**config.mk**
```make
export PLATFORM = sky130hd
export DESIGN_NAME = alu_ctrl_seq
export DESIGN_NICKNAME = d
export VERILOG_FILES = /design/src/rtl/alu_pkg.sv /design/src/rtl/mul_iter.sv /design/src/rtl/alu_ctrl_seq.sv
export SDC_FILE = /design/constraint.sdc
export NUM_CORES = 1
export LEC_CHECK = 0
export CORE_MARGIN = 5
export CORE_UTILIZATION = 50
export DETAILED_ROUTE_END_ITERATION = 7
export PLACE_DENSITY = 0.87
export SYNTH_ARGS = -nofsm -noshare
export SYNTH_HDL_FRONTEND = slang
export SYNTH_SLANG_ARGS = --single-unit
export TNS_END_PERCENT = 50
```
**constraint.sdc**
```tcl
create_clock -name clk_i -period 5.4 [get_ports clk_i]
set_input_delay 1.62 -clock clk_i [delete_from_list [all_inputs] [get_ports clk_i]]
set_output_delay 1.62 -clock clk_i [all_outputs]
set_load 0.01 [all_outputs]
```
**src/rtl/alu_pkg.sv**
```systemverilog
// Shared ALU definitions: ALUCtrl codes, ALUOp encodings and the
// sequencer FSM state type. The ALU decodes the same ALUCtrl constants.
package alu_pkg;

    // 4-bit ALUCtrl codes driven to the ALU
    localparam logic [3:0] ALU_AND  = 4'b0000;
    localparam logic [3:0] ALU_XOR  = 4'b0001;
    localparam logic [3:0] ALU_SLL  = 4'b0010;
    localparam logic [3:0] ALU_ADD  = 4'b0011;
    localparam logic [3:0] ALU_SUB  = 4'b0100;
    localparam logic [3:0] ALU_MUL  = 4'b0101;
    localparam logic [3:0] ALU_ADDI = 4'b0110;
    localparam logic [3:0] ALU_SRAI = 4'b0111;
    localparam logic [3:0] ALU_LDST = 4'b1000;
    localparam logic [3:0] ALU_BEQ  = 4'b1001;

    // ALUOp field from the main decoder
    localparam logic [1:0] OP_LDST  = 2'b00;
    localparam logic [1:0] OP_BR    = 2'b01;
    localparam logic [1:0] OP_RTYPE = 2'b10;
    localparam logic [1:0] OP_ITYPE = 2'b11;

    // funct7 values that select between base, alternate and M-extension ops
    localparam logic [6:0] F7_BASE = 7'b0000000;
    localparam logic [6:0] F7_ALT  = 7'b0100000;
    localparam logic [6:0] F7_MUL  = 7'b0000001;

    typedef enum logic [1:0] {
        ST_IDLE = 2'd0,
        ST_BUSY = 2'd1,
        ST_DONE = 2'd2
    } state_t;

endpackage

```
**src/rtl/mul_iter.sv**
```systemverilog
// Iterative shift-add multiplier datapath: operand latch, accumulator and
// iteration counter. Sequencing (start/abort/done) is owned by the caller.
module mul_iter #(
    parameter int BITS_PER_CYCLE = 1
) (
    input  logic        i_clk,
    input  logic        i_rst_n,
    input  logic        i_load,
    input  logic        i_step,
    input  logic [31:0] i_mcand,
    input  logic [31:0] i_mplier,
    output logic [31:0] o_acc_nxt,
    output logic        o_last
);

    localparam int N = 32 / BITS_PER_CYCLE;

    logic [31:0] r_acc;
    logic [31:0] r_mcand;
    logic [31:0] r_mplier;
    logic [5:0]  r_cnt;
    logic [31:0] w_digit;
    logic [31:0] w_pp;

    // Low multiplier digit times the shifted multiplicand; overflow is dropped
    assign w_digit   = {{(32-BITS_PER_CYCLE){1'b0}}, r_mplier[BITS_PER_CYCLE-1:0]};
    assign w_pp      = r_mcand * w_digit;
    assign o_acc_nxt = r_acc + w_pp;
    assign o_last    = (r_cnt == 6'(N-1));

    // Latch operands on load, retire BITS_PER_CYCLE multiplier bits per step
    always_ff @(posedge i_clk or negedge i_rst_n) begin
        if (!i_rst_n) begin
            r_acc    <= '0;
            r_mcand  <= '0;
            r_mplier <= '0;
            r_cnt    <= '0;
        end else if (i_load) begin
            r_acc    <= '0;
            r_mcand  <= i_mcand;
            r_mplier <= i_mplier;
            r_cnt    <= '0;
        end else if (i_step) begin
            r_acc    <= o_acc_nxt;
            r_mcand  <= r_mcand << BITS_PER_CYCLE;
            r_mplier <= r_mplier >> BITS_PER_CYCLE;
            r_cnt    <= r_cnt + 6'd1;
        end
    end

endmodule

```
**src/rtl/alu_ctrl_seq.sv**
```systemverilog
// EX-stage ALU control: decodes ALUOp/funct7/funct3 into ALUCtrl and runs
// MUL on an iterative multiplier, stalling the pipeline until it finishes.
module alu_ctrl_seq
    import alu_pkg::*;
#(
    parameter int BITS_PER_CYCLE = 1
) (
    input  logic        clk_i,
    input  logic        rst_n_i,
    input  logic        valid_i,
    input  logic        flush_i,
    input  logic [1:0]  ALUOp_i,
    input  logic [6:0]  funct7_i,
    input  logic [2:0]  funct3_i,
    input  logic [31:0] data1_i,
    input  logic [31:0] data2_i,
    output logic [3:0]  ALUCtrl_o,
    output logic        mul_sel_o,
    output logic [31:0] mul_result_o,
    output logic        stall_o
);

    state_t      r_state;
    logic        r_mul_sel;
    logic [31:0] r_mul_result;
    logic [3:0]  w_alu_ctrl;
    logic        w_is_mul;
    logic        w_start;
    logic        w_step;
    logic        w_last;
    logic [31:0] w_acc_nxt;

    // Decode; anything not explicitly listed falls back to ADD
    always_comb begin
        w_alu_ctrl = ALU_ADD;
        case (ALUOp_i)
            OP_LDST: w_alu_ctrl = ALU_LDST;
            OP_BR:   w_alu_ctrl = ALU_BEQ;
            OP_RTYPE: begin
                if (funct7_i == F7_BASE) begin
                    case (funct3_i)
                        3'b111:  w_alu_ctrl = ALU_AND;
                        3'b100:  w_alu_ctrl = ALU_XOR;
                        3'b001:  w_alu_ctrl = ALU_SLL;
                        default: w_alu_ctrl = ALU_ADD;
                    endcase
                end else if (funct7_i == F7_ALT && funct3_i == 3'b000) begin
                    w_alu_ctrl = ALU_SUB;
                end else if (funct7_i == F7_MUL && funct3_i == 3'b000) begin
                    w_alu_ctrl = ALU_MUL;
                end
            end
            default: begin
                if (funct3_i == 3'b000)
                    w_alu_ctrl = ALU_ADDI;
                else if (funct3_i == 3'b101 && funct7_i == F7_ALT)
                    w_alu_ctrl = ALU_SRAI;
            end
        endcase
    end

    assign w_is_mul  = (w_alu_ctrl == ALU_MUL);
    // Flush wins over a new start and aborts an in-flight multiply
    assign w_start   = valid_i & w_is_mul & ~flush_i & (r_state == ST_IDLE);
    assign w_step    = ~flush_i & (r_state == ST_BUSY);

    assign ALUCtrl_o    = w_alu_ctrl;
    // Stall is raised in the start cycle itself so ID/EX holds the MUL;
    // gated by reset so it reads 0 while reset is asserted
    assign stall_o      = rst_n_i & (w_start | w_step);
    assign mul_sel_o    = r_mul_sel;
    assign mul_result_o = r_mul_result;

    mul_iter #(
        .BITS_PER_CYCLE(BITS_PER_CYCLE)
    ) u_mul_iter (
        .i_clk     (clk_i),
        .i_rst_n   (rst_n_i),
        .i_load    (w_start),
        .i_step    (w_step),
        .i_mcand   (data1_i),
        .i_mplier  (data2_i),
        .o_acc_nxt (w_acc_nxt),
        .o_last    (w_last)
    );

    // Sequencer: IDLE -> BUSY for N cycles -> one DONE cycle presenting the result
    always_ff @(posedge clk_i or negedge rst_n_i) begin
        if (!rst_n_i) begin
            r_state      <= ST_IDLE;
            r_mul_sel    <= 1'b0;
            r_mul_result <= '0;
        end else begin
            r_mul_sel <= 1'b0;
            if (flush_i) begin
                r_state <= ST_IDLE;
            end else begin
                case (r_state)
                    ST_IDLE: if (w_start) r_state <= ST_BUSY;
                    ST_BUSY: begin
                        if (w_last) begin
                            r_state      <= ST_DONE;
                            r_mul_sel    <= 1'b1;
                            r_mul_result <= w_acc_nxt;
                        end
                    end
                    default: r_state <= ST_IDLE;
                endcase
            end
        end
    end

endmodule

```
# == Word-level counts from Yosys, hierarchy flattened ==
# Index checks and enable logic that the tools add are counted.
# word_totals
regBits,137
latch_bits,0
mem_bits_rw,0
rom_bits,0
wordCells,62
memories,0
# classes
add_sub_neg,2
n_mul,1
div,0
order_cmp,0
eq_ne,13
shifts,0
muxes,22
n_bitwise,7
n_reduce_logical,10
# op_table
operator,n
$mux 32,6
$add 32x32->32,1
$mul 32x1->32,1
$mux 3,4
$mux 6,2
$pmux 4 s3,1
$eq 3x3->1 const B,3
$eq 7x1->1 const B,1
$eq 7x6->1 const B,1
$logic_not 7->1,1
$add 6x1->6 const B,1
$eq 6x5->1 const B,1
$mux 2,3
$pmux 2 s3,1
$and 1x1->1,5
$eq 2x1->1 const B,2
$eq 4x3->1 const B,1
$logic_not 2->1,2
$mux 4,1
$pmux 2 s2,1
$eq 3x1->1 const B,1
$logic_and 1x1->1,3
$logic_not 3->1,1
$mux 1,3
other kinds (8),8

# == Depth between registers and ports, before layout ==
# depth
word_depth,13
depth_mapped,11
mapped_depth_nobuf,10

# == By module ==
# A second synthesis with hierarchy kept.
# hier_totals
cells_unflattened,775
hier_area_um2,7861.3
# by_module_without_submodules
module,instances,cells_per_inst,area_per_inst_um2,seq_area_each_um2
mul_iter,1,669,6347.3,2552.4
alu_ctrl_seq,1,106,1514.0,875.8

# == Worst setup path after synthesis ==
# Ideal clock, no wire load.
# synth_path
kind,input -> output
from,in funct7_i[3]
to,out stall_o
arrival_time_ns,3.488
t_required_ns,3.780
setup_slack_ns,0.292
stages,7
path_buffers,1
cell_sequence,or4_1 a2111oi_2 o31ai_1 nor4_4 nor2_4 buf_4 nor2b_1
# synth_between
elab_chain_len,12
elab_cells_between_ends,18
cone_classes,eq/ne: 3; mux: 6; bitwise: 5; reduce/logical: 4
# synth_rtl
element,line_no,rtl
from (decl),alu_ctrl_seq.sv:13,"input logic [6:0] funct7_i,"
$eq 7x1->1,alu_ctrl_seq.sv:49,end else if (funct7_i == F7_MUL && funct3_i == 3'b000) begin
$logic_and 1x1->1,alu_ctrl_seq.sv:49,
$mux 3,alu_ctrl_seq.sv:49,
$mux 3,alu_ctrl_seq.sv:47,end else if (funct7_i == F7_ALT && funct3_i == 3'b000) begin
$mux 4,alu_ctrl_seq.sv:40,if (funct7_i == F7_BASE) begin
$pmux 4 s3 *,alu_ctrl_seq.sv:36,case (ALUOp_i)
$eq 4x3->1 *,alu_ctrl_seq.sv:62,assign w_is_mul = (w_alu_ctrl == ALU_MUL);
$and 1x1->1 * (3 in series),alu_ctrl_seq.sv:64,assign w_start = valid_i & w_is_mul & ~flush_i & (r_state == ST_IDLE);
$or 1x1->1 *,alu_ctrl_seq.sv:70,assign stall_o = rst_n_i & (w_start | w_step);
$and 1x1->1 *,alu_ctrl_seq.sv:70,
to (decl),alu_ctrl_seq.sv:20,output logic stall_o
# Every way passes the cells marked *; elsewhere a longest branch is shown, timed or not.

# == Final worst setup path ==
# layout_path
from,in funct3_i[1]
to,out stall_o
# layout_between
elab_chain_len,12
elab_cells_between_ends,21
cone_classes,eq/ne: 5; mux: 7; bitwise: 5; reduce/logical: 4
# layout_rtl
element,line_no,rtl
from (decl),alu_ctrl_seq.sv:14,"input logic [2:0] funct3_i,"
$logic_not 3->1,"alu_ctrl_seq.sv:47, alu_ctrl_seq.sv:49, alu_ctrl_seq.sv:54",
$logic_and 1x1->1,alu_ctrl_seq.sv:49,
$mux 3,alu_ctrl_seq.sv:49,
$mux 3,alu_ctrl_seq.sv:47,
$mux 4,alu_ctrl_seq.sv:40,
$pmux 4 s3 *,alu_ctrl_seq.sv:36,
$eq 4x3->1 *,alu_ctrl_seq.sv:62,
$and 1x1->1 * (3 in series),alu_ctrl_seq.sv:64,
$or 1x1->1 *,alu_ctrl_seq.sv:70,
$and 1x1->1 *,alu_ctrl_seq.sv:70,
# Marked as above.

==> out/summary.json <==
{
  "status": {
    "run_status": "finished clean"
  },
  "floorplanning": {
    "start_util_pct": 51.17,
    "die_w_um": 132.2,
    "die_height_um": 132.2,
    "core_area_um2": 14590,
    "top_ports": 118,
    "fp-row-count": 44,
    "dieArea_um2": 17470
  },
  "synthesis": {
    "synth-main-ff-cell": "dfrtp_1",
    "synth.yosys.warnings": 0,
    "synth_cell_types": 57,
    "synth_area_um2": 7465,
    "synth_seq_area_share_pct": 45.93,
    "synth_enable_flop_cells": 0,
    "synth_commonest_cells": "231 x nand2_1, 137 x dfrtp_1, 62 x a22oi_1",
    "synth_top_area_share_pct": 45.93,
    "synth_most_common_cell": "nand2_1",
    "synth_largest_area_cell": "dfrtp_1",
    "synthTopCellsByArea": "dfrtp_1 46%, nand2_1 12%, a22oi_1 6.2%",
    "syn_nets": 949,
    "netlist_instances": 836,
    "postSynth.asyncResetShare_pct": 100.0,
    "postSynthAreaPerCell_um2": 8.929,
    "synth-seq-cells": 137
  },
  "setup_path": {
    "worstSetupPathType": "in2out",
    "cp_slowest_cell": "or4b_1",
    "endpoint": "stall_o",
    "worstPathRequired_ns": 3.78,
    "critical_path.endpoint_type": "output pin",
    "most_frequent_cell_on_the_critical_path": "nor4_4",
    "critical_path.cell_chain": "clkdlybuf4s50_1 -> or4b_1 -> nor4_4 -> o31ai_2 -> nor4_4 -> nor2_4 -> nor2b_1 -> buf_2",
    "crit_path_largest_cell_delay_ns": 0.60,
    "ff2ff_setup_slack_ns": 1.60,
    "worst_setup_sp_type": "input port",
    "rr_endpoint": "mul_result_o[24]$_DFFE_PN0P_",
    "r2r.worst_path.cells": 10,
    "critPathMaxFanout": 3,
    "worst_r2r_startpoint": "u_mul_iter.r_mplier[0]$_DFFE_PN0P_",
    "cp_data_arrival_time_ns": 3.74,
    "critical_path.startpoint": "funct3_i[1]"
  },
  "route": {
    "route.detailed.vias_per_inst": 5.763,
    "vias": 6599,
    "drc_violation_total_after_the_first_tritonroute_iteration": 475,
    "post_drt_wl_per_cell_um": 16.90,
    "detail-route-antenna-nets": 0,
    "drcViolationCount": 0,
    "first_pass_drt_iterations": 5,
    "wl_um": 19350
  },
  "global_routing": {
    "first_pass_grt_wire_length_um": 32430,
    "initial_antenna_violation_count": 0,
    "overflow": 0,
    "grt_max_degree": 81,
    "grt_util_all_layers_pct": 22.31,
    "grt_pass1_vias": 6570
  },
  "finish": {
    "insertedDiodeCount": 0,
    "area_growth_syn_to_layout_pct": 27.71,
    "finalNonFillerCells": 1145,
    "proportion_of_layout_cells_with_a_drive_suffix_above_1_pct": 7.492,
    "nNetsFinal": 1061
  },
  "power": {
    "seq_power_share_pct": 43.9,
    "power_switching_share_pct": 21.24,
    "power.combinational.fraction_pct": 5.4,
    "internal_power_mw": 1.918,
    "power_density_over_cell_area_nw_per_um2": 255.5,
    "switching_power_mw": 0.5173,
    "p_leak_nw": 4.455,
    "max_vdd_drop_uv": 248.1,
    "power_frac_clock_pct": 50.6
  },
  "place": {
    "gp_congestion": 0.8967,
    "post-place-cells": 1110,
    "placement.io_buffers": 117,
    "detailed_place_hpwl_um": 12870
  },
  "job": {
    "cap_violations": 0
  },
  "cts": {
    "cts_inserted_buffers": 17,
    "cts_h_tree_lvls": 4,
    "clock_sinks": 137,
    "clk_path_buf_depth": 2,
    "root_buffer": "clkbuf_16",
    "post_cts_hold_buffer_count": 0,
    "clkTransAtPathRegs_ns": 0.05,
    "worstSkewPairLatency_ns": 0.42,
    "tritoncts": "done"
  },
  "worst_hold_path": {
    "hold_class": "reg2reg"
  },
  "sta": {
    "post-route-period-util_pct": 99.24,
    "skew_ns": 0.006494,
    "finalHoldViolations": 0,
    "post_layout_minimum_cycle_time_ns": 5.359,
    "timing.fmax_mhz": 186.6,
    "grt_setup_unrepaired": "yes",
    "max_slew_violation_total_from_the_final_report": 0,
    "fin_tns_setup_ns": 0,
    "relSlewSlack_pct": 31.22,
    "setup_viol": 0,
    "worst_pin_slew_ns": 1.032
  }
}
-- cell families after synthesis --
group / synth area share (%)
XOR/XNOR: 3.989
AND/OR/NAND/NOR: 20.26
flip-flops: 45.93
adder cells (fa/ha/maj): 5.632
AO/OA/AOI/OAI: 20.89
multiplexers: 0.4190
buffers and inverters: 2.883
-- worst min path at each step --
| stage | from | end | slack [ns] | depth (start not counted) |
|---|---|---|---|---|
| global route | mul_result_o[9]$_DFFE_PN0P_ | mul_result_o[9]$_DFFE_PN0P_ | 0.50 | 2 |
| detailed placement | u_mul_iter.r_mplier[19]$_DFFE_PN0P_ | u_mul_iter.r_mplier[19]$_DFFE_PN0P_ | 0.46 | 2 |
| floorplan | u_mul_iter.r_mcand[31]$_DFFE_PN0P_ | u_mul_iter.r_mcand[31]$_DFFE_PN0P_ | 0.45 | 2 |
| CTS | u_mul_iter.r_mplier[8]$_DFFE_PN0P_ | u_mul_iter.r_mplier[8]$_DFFE_PN0P_ | 0.48 | 2 |
| finish | u_mul_iter.r_mplier[8]$_DFFE_PN0P_ | u_mul_iter.r_mplier[8]$_DFFE_PN0P_ | 0.48 | 2 |
| global placement | u_mul_iter.r_mplier[27]$_DFFE_PN0P_ | u_mul_iter.r_mplier[27]$_DFFE_PN0P_ | 0.46 | 2 |
-- per-layer routing --
layer	track usage [%]	wire [um]
met3	6.145	1129
met1	29.40	8770
met2	35.54	9062
met4	7.862	389
met5	0	0
-- registers in the layout, summed over array words and instances, names as in the netlist --
register and flops:
mul_result_o 32, u_mul_iter.r_acc 32, u_mul_iter.r_mcand 32, u_mul_iter.r_mplier 32
u_mul_iter.r_cnt 6, r_state 2, mul_sel_o 1
-- worst max-delay path: cells and delay by family --
kind / cells / cell delay, ns
simple gates: 5 / 1.37
compound gates: 1 / 0.13
buf+inv: 2 / 0.62
-- placed cells by master, fill, tap and decap left out, types with 3 or more instances in the layout --
| master | n |
|---|---|
| nand3_1 | 7 |
| nand4_1 | 8 |
| a22o_1 | 10 |
| o221ai_1 | 3 |
| clkdlybuf4s50_1 | 113 |
| o22ai_1 | 20 |
| a211oi_1 | 7 |
| buf_4 | 22 |
| nand2_1 | 231 |
| clkbuf_16 | 17 |
| nand2b_1 | 3 |
| and2_1 | 32 |
| xnor2_1 | 16 |
| clkinv_2 | 4 |
| inv_1 | 5 |
| nor3_1 | 8 |
| o21ai_0 | 51 |
| xor2_1 | 18 |
| o21bai_1 | 5 |
| a21oi_1 | 42 |
| o211ai_1 | 8 |
| nor2_1 | 25 |
| o31ai_1 | 3 |
| bufinv_16 | 4 |
| o41ai_1 | 3 |
| a21boi_0 | 3 |
| ha_1 | 32 |
| dfrtp_1 | 137 |
| a21o_1 | 4 |
| a22oi_1 | 62 |
-- metrics by stage --
| stage | util [%] | power, mW | area (um^2) | setup WS (ns) | hold WS [ns] |
|---|---|---|---|---|---|
| global placement | 60.52 | 1.212 | 8830 | -0.4263 | 0.4578 |
| detailed placement | 60.52 | 1.217 | 8830 | -0.4832 | 0.4632 |
| finish | 65.34 | 2.436 | 9533 | 0.04103 | 0.4752 |
| floorplan | - | 1.113 | 7465 | 0.2925 | 0.4463 |
| global route | 65.34 | 2.517 | 9533 | -0.04501 | 0.5001 |
| CTS | 65.15 | 2.457 | 9505 | 0.0007394 | 0.4778 |
-- final cells by class --
class | count | area [um^2]
multi-input cells | 647 | 3892
flip-flops and latches | 137 | 3428
fillers | 1141 | 5056
inverters | 6 | 22.52
repair buffers | 139 | 1330
clock inverters | 12 | 172.7
clock buffers | 20 | 456.7
well taps | 184 | 230.2
-- power by group through the flow --
stage	logic, mW	registers [mW]	clock network (mW)
finish	0.133	1.07	1.23
global route	0.147	1.07	1.30
global placement	0.126	1.09	0
floorplan	0.0331	1.08	0
CTS	0.132	1.07	1.26
detailed placement	0.130	1.09	0
-- timing repair --
item,4_1_cts,5_1_grt
endpoints found under the setup margin,3,2
resized for setup,12,6
pin swaps,3,1
cloned,0,0
setup buffers,2,1
Power figures use the tool's default switching activity.
